<file path="src/rtl/usb_desc_ctrl.sv">
// EP0 GET_DESCRIPTOR engine: decodes the request, looks up the descriptor table,
// and streams ROM bytes as max-packet-size IN packets with ACK/retry/ZLP handling.
module usb_desc_ctrl #(
  parameter int EP0_MPS = 64
) (
  input  logic        clk,
  input  logic        rstn,
  input  logic        req_valid,
  output logic        req_ready,
  input  logic [7:0]  req_type,
  input  logic [7:0]  req_index,
  input  logic [15:0] req_length,
  input  logic        hs_mode,
  input  logic        have_strings,
  output logic [3:0]  tbl_sel,
  input  logic [15:0] tbl_addr,
  input  logic [15:0] tbl_len,
  output logic [15:0] descrom_raddr,
  input  logic [7:0]  descrom_rdata,
  output logic        tx_valid,
  input  logic        tx_ready,
  output logic [7:0]  tx_data,
  output logic        tx_last,
  output logic        tx_zlp,
  input  logic        pkt_ack,
  input  logic        pkt_retry,
  input  logic        abort,
  output logic        stall,
  output logic        done
);

  localparam logic [2:0] S_IDLE     = 3'd0;
  localparam logic [2:0] S_LOOKUP   = 3'd1;
  localparam logic [2:0] S_SEND     = 3'd2;
  localparam logic [2:0] S_WAIT_ACK = 3'd3;
  localparam logic [2:0] S_ZLP      = 3'd4;
  localparam logic [2:0] S_STALL    = 3'd5;

  localparam logic [3:0] SEL_DEV     = 4'd0;
  localparam logic [3:0] SEL_QUAL    = 4'd1;
  localparam logic [3:0] SEL_FSCFG   = 4'd2;
  localparam logic [3:0] SEL_HSCFG   = 4'd3;
  localparam logic [3:0] SEL_BOS     = 4'd4;
  localparam logic [3:0] SEL_STRLANG = 4'd5;
  localparam logic [3:0] SEL_HIDRPT  = 4'd9;

  localparam logic [15:0] MPS_M1 = 16'(EP0_MPS - 1);

  logic [2:0]  r_state;
  logic [3:0]  r_tbl_sel;
  logic        r_oscfg;
  logic [15:0] r_req_len;
  logic [15:0] r_base;
  logic [15:0] r_xfer_len;
  logic [15:0] r_sent;
  logic [15:0] r_pkt_start;
  logic        r_done;

  logic        w_dec_ok;
  logic        w_dec_os;
  logic [3:0]  w_dec_sel;
  logic        w_in_send;
  logic        w_last;
  logic        w_zlp_due;
  logic [15:0] w_xfer_min;
  logic [15:0] w_sent_in_pkt;

  // Returns {supported, other-speed-config, table select}.
  function automatic logic [5:0] f_decode(input logic [7:0] typ, input logic [7:0] idx,
                                          input logic hs, input logic strs);
    logic       ok;
    logic       os;
    logic [3:0] sel;
    ok  = 1'b1;
    os  = 1'b0;
    sel = SEL_DEV;
    case (typ)
      8'h01: sel = SEL_DEV;
      8'h06: sel = SEL_QUAL;
      8'h02: begin
        sel = hs ? SEL_HSCFG : SEL_FSCFG;
        ok  = (idx == 8'd0);
      end
      8'h07: begin
        sel = hs ? SEL_FSCFG : SEL_HSCFG;
        os  = 1'b1;
        ok  = (idx == 8'd0);
      end
      8'h0F: sel = SEL_BOS;
      8'h22: sel = SEL_HIDRPT;
      8'h03: begin
        sel = SEL_STRLANG + {2'b00, idx[1:0]};
        ok  = strs && (idx < 8'd4);
      end
      default: ok = 1'b0;
    endcase
    return {ok, os, sel};
  endfunction

  assign {w_dec_ok, w_dec_os, w_dec_sel} = f_decode(req_type, req_index, hs_mode, have_strings);

  assign w_in_send     = (r_state == S_SEND);
  assign w_sent_in_pkt = r_sent - r_pkt_start;
  assign w_last        = (w_sent_in_pkt == MPS_M1) || (r_sent == r_xfer_len - 16'd1);
  assign w_xfer_min    = (tbl_len < r_req_len) ? tbl_len : r_req_len;
  // A short-by-MPS-multiple transfer needs a ZLP so the host sees the end.
  assign w_zlp_due     = (r_xfer_len < r_req_len) && ((r_xfer_len & MPS_M1) == 16'd0);

  assign req_ready     = (r_state == S_IDLE);
  assign tbl_sel       = r_tbl_sel;
  assign tx_valid      = w_in_send;
  assign tx_last       = w_in_send && w_last;
  assign tx_zlp        = (r_state == S_ZLP);
  assign stall         = (r_state == S_STALL);
  assign done          = r_done;
  assign descrom_raddr = w_in_send ? (r_base + r_sent) : 16'd0;

  // Other-speed config reuses the normal config image with bDescriptorType patched.
  always_comb begin
    tx_data = 8'h00;
    if (w_in_send) begin
      if (r_oscfg && (r_sent == 16'd1))
        tx_data = 8'h07;
      else
        tx_data = descrom_rdata;
    end
  end

  always_ff @(posedge clk or negedge rstn) begin
    if (!rstn) begin
      r_state     <= S_IDLE;
      r_tbl_sel   <= 4'd0;
      r_oscfg     <= 1'b0;
      r_req_len   <= 16'd0;
      r_base      <= 16'd0;
      r_xfer_len  <= 16'd0;
      r_sent      <= 16'd0;
      r_pkt_start <= 16'd0;
      r_done      <= 1'b0;
    end else begin
      r_done <= 1'b0;
      if (abort) begin
        r_state <= S_IDLE;
      end else begin
        case (r_state)
          S_IDLE: begin
            if (req_valid) begin
              r_tbl_sel <= w_dec_sel;
              r_oscfg   <= w_dec_os;
              r_req_len <= req_length;
              r_state   <= w_dec_ok ? S_LOOKUP : S_STALL;
            end
          end
          S_LOOKUP: begin
            r_base      <= tbl_addr;
            r_xfer_len  <= w_xfer_min;
            r_sent      <= 16'd0;
            r_pkt_start <= 16'd0;
            r_state     <= (w_xfer_min == 16'd0) ? S_ZLP : S_SEND;
          end
          S_SEND: begin
            if (tx_ready) begin
              r_sent <= r_sent + 16'd1;
              if (w_last)
                r_state <= S_WAIT_ACK;
            end
          end
          S_WAIT_ACK: begin
            if (pkt_retry) begin
              r_sent  <= r_pkt_start;
              r_state <= S_SEND;
            end else if (pkt_ack) begin
              if (r_sent < r_xfer_len) begin
                r_pkt_start <= r_sent;
                r_state     <= S_SEND;
              end else if (w_zlp_due) begin
                r_state <= S_ZLP;
              end else begin
                r_done  <= 1'b1;
                r_state <= S_IDLE;
              end
            end
          end
          S_ZLP: begin
            if (pkt_ack && !pkt_retry) begin
              r_done  <= 1'b1;
              r_state <= S_IDLE;
            end
          end
          S_STALL: r_state <= S_IDLE;
          default: r_state <= S_IDLE;
        endcase
      end
    end
  end

endmodule

</file>
<file path="config.mk">
export PLATFORM = sky130hd
export DESIGN_NAME = usb_desc_ctrl
export DESIGN_NICKNAME = d
export VERILOG_FILES = /design/src/rtl/usb_desc_ctrl.sv
export SDC_FILE = /design/constraint.sdc
export NUM_CORES = 1
export LEC_CHECK = 0
export BUFFER_PORTS_ARGS = -buffer_cell sky130_fd_sc_hd__buf_2
export CORE_ASPECT_RATIO = 1.4
export CORE_UTILIZATION = 40
export DETAILED_ROUTE_END_ITERATION = 7
export PLACE_DENSITY = 0.68
export SLEW_MARGIN = 20
export SYNTH_ARGS = -nofsm -noshare
export SYNTH_HDL_FRONTEND = slang
export SYNTH_SLANG_ARGS = --single-unit
export TNS_END_PERCENT = 100
</file>
<file path="constraint.sdc">
create_clock -name clk -period 4.5 [get_ports clk]
set_input_delay 0.675 -clock clk [delete_from_list [all_inputs] [get_ports clk]]
set_output_delay 0.675 -clock clk [all_outputs]
set_load 0.01 [all_outputs]
</file>
==> impl_results.md <==
* Outcome: finished clean
* Relative slew slack at 0.4720
* Die H at between 150 and 200 µm
* Share of layout cells above drive strength 1 at 0.1938
* Crit-path max FO at 6
* Final ANT Viol Nets at 0
* First-pass GRT wire length at approximately 33000 µm
* Commonest non-fill, non-tap cells in the layout: 113 x buf_2, 89 x dfrtp_1, 81 x nor2_1, 81 x ha_1, 74 x a21oi_1
* Drt via density at roughly 5.6
* Fin area at 8630 µm²
* Detailed Route WL at 19590 µm
* Most used DFF post-synth: dfrtp_1
* Pin count of the biggest net entering global routing at a little over 60
* Most common cell after layout, fill and taps aside: buf_2
* Peak supply drop at roughly 0.00027 V
* CP Capture Type: output pin
* FMAX at 236.5 MHz
* DR WL/cell at approximately 16 µm
* Worst Path Required at between 3 and 4 ns
* Post-CTS Resized at 0
* CTS sink count at between 80 and 90
* Tmin final at approximately 4.2 ns
* Ys async rst share at 1.000
* Setup TNS at 0 ns
* Initial Util at 0.4129
* Die Width at between 100 and 150 µm
* Critical path arrival at between 3 and 4 ns
* Final Hold Violating Endpoints at 0
* Pre-Repair DR Iteration Count at 5
* Residual DRC at 0
* Max stage delay cell, worst path: or4_1
* Worst reg2reg path depth at 9
* N_diodes at 0
* #FFs+latches synth at 89
* HP Class: in2async
* Syn nets at between 1000 and 1500
* RSZ-0062 raised after global routing: false
* CP startpoint kind: register
* Max Cap Viol at 0
* Setup-failing EPs final at 0
* Slew Limit Fails at 0
* Vias at 6823
* Syn_area_per_cell at a little under 9 µm²
* PnR Total Power at 4374 µW
* Slowest stage delay, CP at approximately 0.50 ns
* Syn Inst Count at 864
* # port buffers at about 110
* Clk buf depth at 2
* Lkg Pwr at just over 0.004 µW
* Final Non-Filler Cells at 1210
* Clock latency on the worst-skew pair at ~0.35 ns
* Worst slew pin tran at 0.7920 ns
* Crit Path Class: reg2out
* EDFF count, synth at 0
* Total die area at around 19000 µm²
* Congestion Overflow GR at 0
* Vias in the first global route at between 6000 and 7000
* Layout Area Growth over Synthesis at 15.20%
* # rows at between 50 and 60
* Clock transition at path regs at around 0.06 ns
* Post-Syn Area at between 7000 and 8000 µm²
* Initial antenna violation count at 0
* Yosys Warn Count at 0
* Clock H-tree levels at 3
* Layout Nets at around 1100
* Final WS setup at 0.2718 ns
* Post-CTS setup buffers at 0
* Placed wire-length estimate at approximately 15000 µm
* PwrDens at 506.9 nW/µm²
* Hold-fix buffers, CTS at 0
* Period Utilization, post-route at 0.9396
* CP cell instances: inv_1 > ha_1 > fa_1 > nor2b_1 > o31a_1 > nor2_1 > a22o_1 > or4_1 > a2111oi_2 > a41oi_1 > nor2_1 > buf_2
* Io pins at 115
* Dpl cells at 1194
* First DRT Iteration DRCs at between 300 and 400
* Clock Skew at roughly 0.0052 ns
* Core area at about 18000 µm²
* Netlist cell types at between 60 and 70
* CTS tree: done
* Setup WS pre-CTS at between 0.6 and 0.7 ns
* CP most frequent cell: nor2_1
* CTS Buf Count at 9
* CTS Root Cell: clkbuf_16
* Routability cong. at roughly 0.86
* Register area share after synthesis at 0.2973
* Total Routing Usage GR at 0.2121
* Post-DP Area at between 8000 and 9000 µm²
-- critical path: cells and delay by family, from the launching register on --
kind	cells	cell delay, ns
flip-flops	1	0.45
buffers and inverters	2	0.28
AND/OR/NAND/NOR	4	0.93
adder cells (fa/ha/maj)	2	0.62
AO/OA/AOI/OAI	4	0.93
-- cell families after synthesis --
family | synth area share
compound gates | 0.2066
flops | 0.2973
mux | 0.07533
fa+ha+maj | 0.1406
simple gates | 0.1752
buf+inv | 0.05345
xor+xnor | 0.05144
-- path summary, 6_finish.rpt --
check / slack [ns] / start / endpoint
min in group clk: 0.49 / tbl_sel[0] / tbl_sel[0]
worst min-delay path: 0.40 / rstn / r_req_len[2]
worst max register to register: 0.87 / r_sent[9] / r_pkt_start[0]
max in group asynchronous: 3.20 / rstn / r_base[1]
worst max-delay path: 0.27 / r_sent[0] / tx_last
worst min register to register: 0.49 / tbl_sel[0] / tbl_sel[0]
-- registers in the layout (all words and copies together) (netlist names) --
register / count
r_pkt_start: 16
r_xfer_len: 16
r_req_len: 16
done: 1
r_base: 16
r_oscfg: 1
r_state: 3
tbl_sel: 4
r_sent: 16
-- cell type report --
| type | instances | area, µm² |
|---|---|---|
| inverter | 66 | 247.7 |
| multi-input combinational | 672 | 4868 |
| clock inverter | 4 | 51.30 |
| timing repair buffer | 128 | 681.9 |
| sequential | 89 | 2227 |
| tap | 240 | 300.3 |
| clock buffer | 11 | 252.7 |
| fill | 1796 | 9513 |
-- report_power, final --
part           leakage, µW  switching (µW)  internal [µW]  total [µW]
logic              0.00286            1160           1020        2180
registers          0.00112             359           1050        1400
clock network     0.000148             328            459         787
-- cells in the mapped netlist, drive strengths merged, types with 11 or more instances --
cell / number / share of area
nor4: 19 / 0.019
nand3: 17 / 0.011
o211ai: 11 / 0.011
xnor2: 23 / 0.027
mux2i: 17 / 0.023
o21ai: 52 / 0.035
inv: 66 / 0.033
mux2: 35 / 0.053
xor2: 21 / 0.025
dfrtp: 89 / 0.30
nand4: 12 / 0.010
a21oi: 74 / 0.049
a22o: 20 / 0.023
nor3: 30 / 0.020
clkbuf: 29 / 0.015
a21o: 13 / 0.013
o21a: 11 / 0.011
nand2: 32 / 0.016
nor2: 81 / 0.041
ha: 81 / 0.14
-- layer usage --
layer	up-vias	share of wire	track usage
met5	-	0	0
li1	3367	-	-
met2	183	0.50	0.3797
met1	3222	0.42	0.2417
met4	0	0.043	0.1166
met3	51	0.041	0.03264
-- stage by stage --
stage | utilization | hold WS, ns
final | 0.4757 | 0.4028
after global routing | 0.4757 | 0.4749
after CTS | 0.4750 | 0.4390
after detailed placement | 0.4583 | 0.4636
after global placement | 0.4583 | 0.4606
after floorplan | - | 0.3794
Note: power is estimated with default switching activity, not from simulation.
